## src/rtl/uart_mmio.sv

```systemverilog
// CPU load/store bridge onto the uart_trans TX/RX byte FIFOs (DATA, STATUS, optional CTRL).
// Define UART_MMIO_IRQ_EN to add the CTRL register and the registered irq output.
module uart_mmio #(
    parameter int                    ADDR_WIDTH = 32,
    parameter logic [ADDR_WIDTH-1:0] BASE_ADDR  = 32'h0001_0000,
    parameter int                    TX_TIMEOUT = 65535
) (
    input  logic                  CLK,
    input  logic                  RST,
    input  logic                  req_valid,
    output logic                  req_ready,
    input  logic                  req_we,
    input  logic [ADDR_WIDTH-1:0] req_addr,
    input  logic [7:0]            req_wdata,
    output logic                  resp_valid,
    output logic [31:0]           resp_rdata,
    output logic                  resp_err,
    output logic                  send_flag,
    output logic [7:0]            send_data,
    output logic                  recv_flag,
    input  logic [7:0]            recv_data,
    input  logic                  sendable,
    input  logic                  receivable
`ifdef UART_MMIO_IRQ_EN
    ,
    output logic                  irq
`endif
);

    typedef enum logic [2:0] {IDLE, WAIT_TX, POP, CAPTURE, RESP} state_t;

    localparam logic [16:0] TO_LIMIT = 17'(TX_TIMEOUT);

    state_t      state, state_n;
    logic [15:0] cnt, cnt_n;
    logic [7:0]  wdata_q;
    logic [1:0]  ctrl;

    logic        hit, is_data, is_stat, is_ctrl, accept;
    logic        do_resp, do_push, do_pop, ctrl_we, err_n;
    logic [31:0] rdata_n;
    logic [7:0]  push_byte;

    assign req_ready = (state == IDLE) && !RST;
    assign accept    = req_valid && (state == IDLE);
    assign hit       = req_addr[ADDR_WIDTH-1:4] == BASE_ADDR[ADDR_WIDTH-1:4];
    assign is_data   = hit && (req_addr[3:0] == 4'h0);
    assign is_stat   = hit && (req_addr[3:0] == 4'h4);
`ifdef UART_MMIO_IRQ_EN
    assign is_ctrl   = hit && (req_addr[3:0] == 4'h8);
`else
    assign is_ctrl   = 1'b0;
`endif

    always_ff @(posedge CLK or posedge RST) begin
        if (RST) begin
            state   <= IDLE;
            cnt     <= '0;
            wdata_q <= '0;
        end else begin
            state <= state_n;
            cnt   <= cnt_n;
            if (accept) wdata_q <= req_wdata;
        end
    end

    always_comb begin
        state_n   = state;
        cnt_n     = cnt;
        do_resp   = 1'b0;
        do_push   = 1'b0;
        do_pop    = 1'b0;
        ctrl_we   = 1'b0;
        err_n     = 1'b0;
        rdata_n   = '0;
        push_byte = wdata_q;
        case (state)
            IDLE: if (accept) begin
                if (is_data && req_we) begin
                    if (sendable) begin
                        do_resp   = 1'b1;
                        do_push   = 1'b1;
                        push_byte = req_wdata;
                    end else begin
                        state_n = WAIT_TX;
                        cnt_n   = '0;
                    end
                end else if (is_data) begin
                    if (receivable) begin
                        state_n = POP;
                        do_pop  = 1'b1;
                    end else begin
                        do_resp = 1'b1;
                        rdata_n = 32'h0000_0100;
                    end
                end else if (is_stat) begin
                    do_resp = 1'b1;
                    if (!req_we) rdata_n = {30'b0, sendable, receivable};
                end else if (is_ctrl) begin
                    do_resp = 1'b1;
                    ctrl_we = req_we;
                    if (!req_we) rdata_n = {30'b0, ctrl};
                end else begin
                    do_resp = 1'b1;
                    err_n   = 1'b1;
                end
            end
            WAIT_TX: begin
                if (sendable) begin
                    do_resp = 1'b1;
                    do_push = 1'b1;
                end else if (TX_TIMEOUT != 0 && ({1'b0, cnt} + 17'd1) == TO_LIMIT) begin
                    do_resp = 1'b1;
                    err_n   = 1'b1;
                end else begin
                    cnt_n = cnt + 16'd1;
                end
            end
            POP:     state_n = CAPTURE;
            CAPTURE: begin
                do_resp = 1'b1;
                rdata_n = {24'b0, recv_data};
            end
            RESP:    state_n = IDLE;
            default: state_n = IDLE;
        endcase
        if (do_resp) state_n = RESP;
    end

    // Handshake and response outputs are registered so each pulse lasts exactly one cycle.
    always_ff @(posedge CLK or posedge RST) begin
        if (RST) begin
            resp_valid <= 1'b0;
            resp_err   <= 1'b0;
            resp_rdata <= '0;
            send_flag  <= 1'b0;
            send_data  <= '0;
            recv_flag  <= 1'b0;
        end else begin
            resp_valid <= do_resp;
            send_flag  <= do_push;
            recv_flag  <= do_pop;
            if (do_resp) begin
                resp_err   <= err_n;
                resp_rdata <= rdata_n;
            end
            if (do_push) send_data <= push_byte;
        end
    end

`ifdef UART_MMIO_IRQ_EN
    always_ff @(posedge CLK or posedge RST) begin
        if (RST) begin
            ctrl <= '0;
            irq  <= 1'b0;
        end else begin
            if (ctrl_we) ctrl <= req_wdata[1:0];
            irq <= (ctrl[0] & receivable) | (ctrl[1] & sendable);
        end
    end
`else
    assign ctrl = 2'b00;
    logic unused_ok;
    assign unused_ok = ctrl_we;
`endif

endmodule

```

## config.mk

```make
export PLATFORM = sky130hd
export DESIGN_NAME = uart_mmio
export DESIGN_NICKNAME = d
export VERILOG_FILES = /design/src/rtl/uart_mmio.sv
export SDC_FILE = /design/constraint.sdc
export NUM_CORES = 1
export LEC_CHECK = 0
export CORE_MARGIN = 5
export CORE_UTILIZATION = 40
export DETAILED_ROUTE_END_ITERATION = 10
export PLACE_DENSITY = 0.75
export SYNTH_ARGS = -nofsm -noshare
export SYNTH_HDL_FRONTEND = slang
export SYNTH_SLANG_ARGS = --single-unit
```

## constraint.sdc

```tcl
create_clock -name CLK -period 2.7 [get_ports CLK]
set_clock_uncertainty 0.05 [all_clocks]
set_input_delay 0.675 -clock CLK [delete_from_list [all_inputs] [get_ports CLK]]
set_output_delay 0.675 -clock CLK [all_outputs]
set_load 0.1 [all_outputs]
```

==> run_summary.xml <==
<?xml version="1.0" encoding="UTF-8"?>
<metrics>
  <group name="worst_setup_path">
    <metric name="critical_path.cell_chain" unit="">clkdlybuf4s50_1 &gt; nor4_1 &gt; nand4_1 &gt; buf_4 &gt; or4_1 &gt; buf_4 &gt; o22ai_1 &gt; nor2_1</metric>
    <metric name="timing.setup.critical_path_class" unit="">primary input to flop</metric>
    <metric name="worstSetupPathDepth" unit="">8</metric>
    <metric name="timing.critical_path.fanout_max" unit="">7</metric>
    <metric name="timing.critical_path.from_type" unit="">primary input</metric>
    <metric name="number_of_buffers_and_inverters_on_the_critical_path" unit="">3</metric>
    <metric name="category_of_cells_accounting_for_the_largest_share_of_critical_path_delay" unit="">simple AND/OR/NAND/NOR gates</metric>
    <metric name="cp_common_cell" unit="">buf_4</metric>
    <metric name="critical_path.slowest_cell" unit="">or4_1</metric>
    <metric name="worst_r2r_path_depth" unit="">6</metric>
    <metric name="r2r_start" unit="">cnt[0]</metric>
    <metric name="r2r_end" unit="">cnt[1]</metric>
    <metric name="timing.critical_path.required" unit="ns">2.84</metric>
    <metric name="arrival" unit="ns">2.74</metric>
    <metric name="critical-path-max-stage-delay" unit="ns">0.57</metric>
    <metric name="ff2ff_setup_slack" unit="ns">0.11</metric>
    <metric name="setup_crit_end_kind" unit="">flop</metric>
  </group>
  <group name="cts">
    <metric name="tritoncts.num_buffers" unit="">5</metric>
    <metric name="clk_latency" unit="ns">0.30</metric>
    <metric name="ctsRootBufferMaster" unit="">clkbuf_8</metric>
    <metric name="ctsHtreeMaxLevel" unit="">2</metric>
    <metric name="postCtsHoldBufs" unit="">0</metric>
    <metric name="cts_tree" unit="">done</metric>
    <metric name="path_clk_slew" unit="ns">0.09</metric>
    <metric name="clk_path_buf_depth" unit="">2</metric>
    <metric name="clkSinkCount" unit="">48</metric>
  </group>
  <group name="finish">
    <metric name="layout_fillers" unit="">566</metric>
    <metric name="seqCellArea" unit="um^2">1200</metric>
    <metric name="layout-drive-gt1-share" unit="%">21.2</metric>
    <metric name="most_common_cell_after_layout_fill_and_taps_aside" unit="">clkdlybuf4s50_1</metric>
    <metric name="antenna_cells" unit="">0</metric>
    <metric name="multiInputGateArea" unit="um^2">1300</metric>
    <metric name="final_cells" unit="">464</metric>
    <metric name="post-route-util" unit="%">57.1</metric>
    <metric name="nNetsFinal" unit="">443</metric>
    <metric name="flow.area_growth_from_synthesis" unit="%">39.6</metric>
    <metric name="commonest_cells_after_routing_fill_and_taps_aside" unit="">clkdlybuf4s50_1 (53), buf_4 (49), dfrtp_1 (46)</metric>
  </group>
  <group name="floorplan">
    <metric name="dieWidth" unit="um">90.6</metric>
    <metric name="die_h" unit="um">90.6</metric>
    <metric name="io-pin-count" unit="">99</metric>
    <metric name="die_area" unit="um^2">8210</metric>
    <metric name="initial_core_util" unit="%">40.9</metric>
    <metric name="core.rowCount" unit="">29</metric>
    <metric name="design.core.area" unit="um^2">6350</metric>
  </group>
  <group name="timing">
    <metric name="maxSlewHeadroom" unit="%">59.7</metric>
    <metric name="hold_viol" unit="">0</metric>
    <metric name="finalHoldWorstSlack" unit="ns">0.457</metric>
    <metric name="grt_setup_unrepaired" unit="">false</metric>
    <metric name="fmax" unit="MHz">384</metric>
    <metric name="final_min_period_over_clock_period" unit="%">96.4</metric>
    <metric name="slew_viol_final" unit="">0</metric>
    <metric name="finalSetupViolCount" unit="">0</metric>
    <metric name="transition_at_the_pin_with_the_smallest_max_transition_slack" unit="ns">0.605</metric>
    <metric name="finalWorstPathRequiredPeriod" unit="ns">2.60</metric>
  </group>
  <group name="yosys">
    <metric name="flip_flop_and_latch_count_after_synthesis" unit="">48</metric>
    <metric name="synth-main-ff-cell" unit="">dfrtp_1</metric>
    <metric name="async_flop_share" unit="%">100</metric>
    <metric name="synth.largest_area_cell" unit="">dfrtp_1</metric>
    <metric name="mappedNetlistArea" unit="um^2">2600</metric>
    <metric name="synth_enable_flop_cells" unit="">0</metric>
    <metric name="syn-instance-count" unit="">286</metric>
    <metric name="synth_top_cells_by_area" unit="">dfrtp_1 (46%), buf_4 (6.9%), nor2_1 (5.1%), o21ai_0 (4.6%), nand2_1 (4.5%)</metric>
    <metric name="synthesis.area_per_instance" unit="um^2">9.09</metric>
    <metric name="synth.yosys.warnings" unit="">0</metric>
    <metric name="post-synth-top-area-fraction" unit="%">46.2</metric>
    <metric name="synth_cell_type_count" unit="">43</metric>
    <metric name="ys_seq_area_share" unit="%">46.2</metric>
  </group>
  <group name="routing">
    <metric name="detail_route.wl_per_cell" unit="um">14.9</metric>
    <metric name="route.detailed.drc" unit="">0</metric>
    <metric name="drt_iter0_markers" unit="">130</metric>
    <metric name="detail-route-antenna-nets" unit="">0</metric>
    <metric name="first_pass_iters" unit="">5</metric>
    <metric name="vias" unit="">2455</metric>
    <metric name="totalWireLength" unit="um">6930</metric>
    <metric name="post_drt_via_cell_ratio" unit="">5.29</metric>
  </group>
  <group name="power">
    <metric name="total_power_of_the_final_layout" unit="uW">3330</metric>
    <metric name="vdd_ir_drop_max" unit="mV">0.795</metric>
    <metric name="powerDensity" unit="nW/um^2">917</metric>
    <metric name="power_leakage" unit="uW">0.00154</metric>
  </group>
  <group name="grt">
    <metric name="antenna_found_initial" unit="">0</metric>
    <metric name="grt.overflow.total" unit="">0</metric>
    <metric name="pin_count_of_the_biggest_net_entering_global_routing" unit="">49</metric>
    <metric name="wire_length_of_the_first_global_routing_pass" unit="um">11200</metric>
    <metric name="number_of_global_route_vias_before_repair" unit="">2405</metric>
    <metric name="grt_usage" unit="%">16.2</metric>
  </group>
  <group name="hold_path">
    <metric name="worstHoldPathType" unit="">flop to flop</metric>
    <metric name="whs_path_depth" unit="">2</metric>
    <metric name="start_point_of_the_worst_min_delay_path" unit="">send_data[1]</metric>
    <metric name="worst_hold_path.endpoint" unit="">send_data[1]</metric>
  </group>
  <group name="job">
    <metric name="cap_viol_max_count" unit="">0</metric>
  </group>
  <group name="placed_design">
    <metric name="post-dp-hpwl" unit="um">5370</metric>
    <metric name="numPortBuffers" unit="">75</metric>
    <metric name="place_inst" unit="">455</metric>
    <metric name="gp_congestion" unit="">0.832</metric>
  </group>
  <group name="run_status">
    <metric name="run_status" unit="">complete, no violations</metric>
  </group>
</metrics>
## routing by layer
layer / vias to the layer above / track usage (%) / wire (um) / share of wire, %
met1: 1164 / 20.7 / 2910 / 42
li1: 1180 / - / - / -
met2: 107 / 27.9 / 3430 / 49
met3: 4 / 3.42 / 527 / 7.6
met5: - / 0 / 0 / 0
met4: 0 / 3.72 / 62 / 0.89
## power breakdown
part           internal, uW  leakage, uW  total [uW]  switching (uW)
logic                   543     0.000880        1880            1330
clock network           176    0.0000400         412             236
registers               919     0.000620        1040             119
total                  1640      0.00154        3330            1690
## state kept, by name, summed over array words and instances (netlist names)
name	count
cnt	16
recv_flag	1
resp_err	1
resp_rdata	9
resp_valid	1
send_data	8
send_flag	1
state	3
wdata_q	8
## kinds of logic (layout without fill, tap and decap cells)
family          Yosys count  count (layout)  share of synthesized area (%)
buf+inv                  39             118                           9.20
flops                    48              48                           46.2
compound gates           59              59                           13.8
other cells               1              23                          0.144
simple gates            125             125                           24.5
fa+ha+maj                 2               2                          0.963
mux                      12              12                           5.20
## worst register-to-register path, stage by stage, from the launching register on
cell and delay [ns]:
dfrtp_2 0.43, nand4_1 0.25, or4_4 0.56, a22oi_2 0.21
or4b_4 0.52, o211a_2 0.17, mux2_4 0.30
## final cells by class
| type | count | area share [%] |
|---|---|---|
| Multi-Input combinational cell | 221 | 35.8 |
| Sequential cell | 48 | 33.2 |
| Timing Repair Buffer | 103 | 25.3 |
| Tap cell | 77 | 2.66 |
| Clock buffer | 5 | 1.90 |
| Inverter | 8 | 0.828 |
| Clock inverter | 2 | 0.345 |
## repair_timing
action / 4_1_cts / 5_1_grt
setup buffers: 0 / 2
endpoints found under the setup margin: 0 / 37
gates resized for setup: 0 / 10
## how the worst max path moves through the flow
stage | start | to
global placement | req_addr[9] | cnt[8]
global route | req_addr[27] | send_data[2]
finish | req_addr[9] | send_data[2]
CTS | cnt[1] | resp_rdata[0]
detailed placement | req_addr[16] | cnt[8]
floorplan | state[1] | cnt[1]
## Yosys cell counts, types with 2 or more instances
library cell / count
a21oi_1: 7
a22oi_1: 3
a31oi_1: 2
and2_1: 4
buf_2: 2
buf_4: 24
clkbuf_1: 5
dfrtp_1: 48
ha_1: 2
inv_1: 8
mux2_2: 8
mux2i_1: 3
nand2_1: 31
nand2b_1: 3
nand3_1: 6
nand4_1: 11
nor2_1: 35
nor3_1: 6
nor4_1: 9
nor4b_1: 5
o21ai_0: 24
o22ai_1: 9
o31ai_1: 5
o41ai_1: 3
or3_1: 4
or4_1: 2
## stage by stage
step / TNS [ns] / cell area, um^2 / setup slack, ns
6_report: 0 / 3630 / 0.0974
5_1_grt: 0 / 3630 / 0.00407
4_1_cts: 0 / 3570 / 0.0177
3_5_place_dp: -7.24 / 3490 / -0.254
3_3_place_gp: -3.78 / 3490 / -0.150
2_1_floorplan: 0 / 2700 / 0.171
No activity file was read; power rests on OpenSTA's default activity.
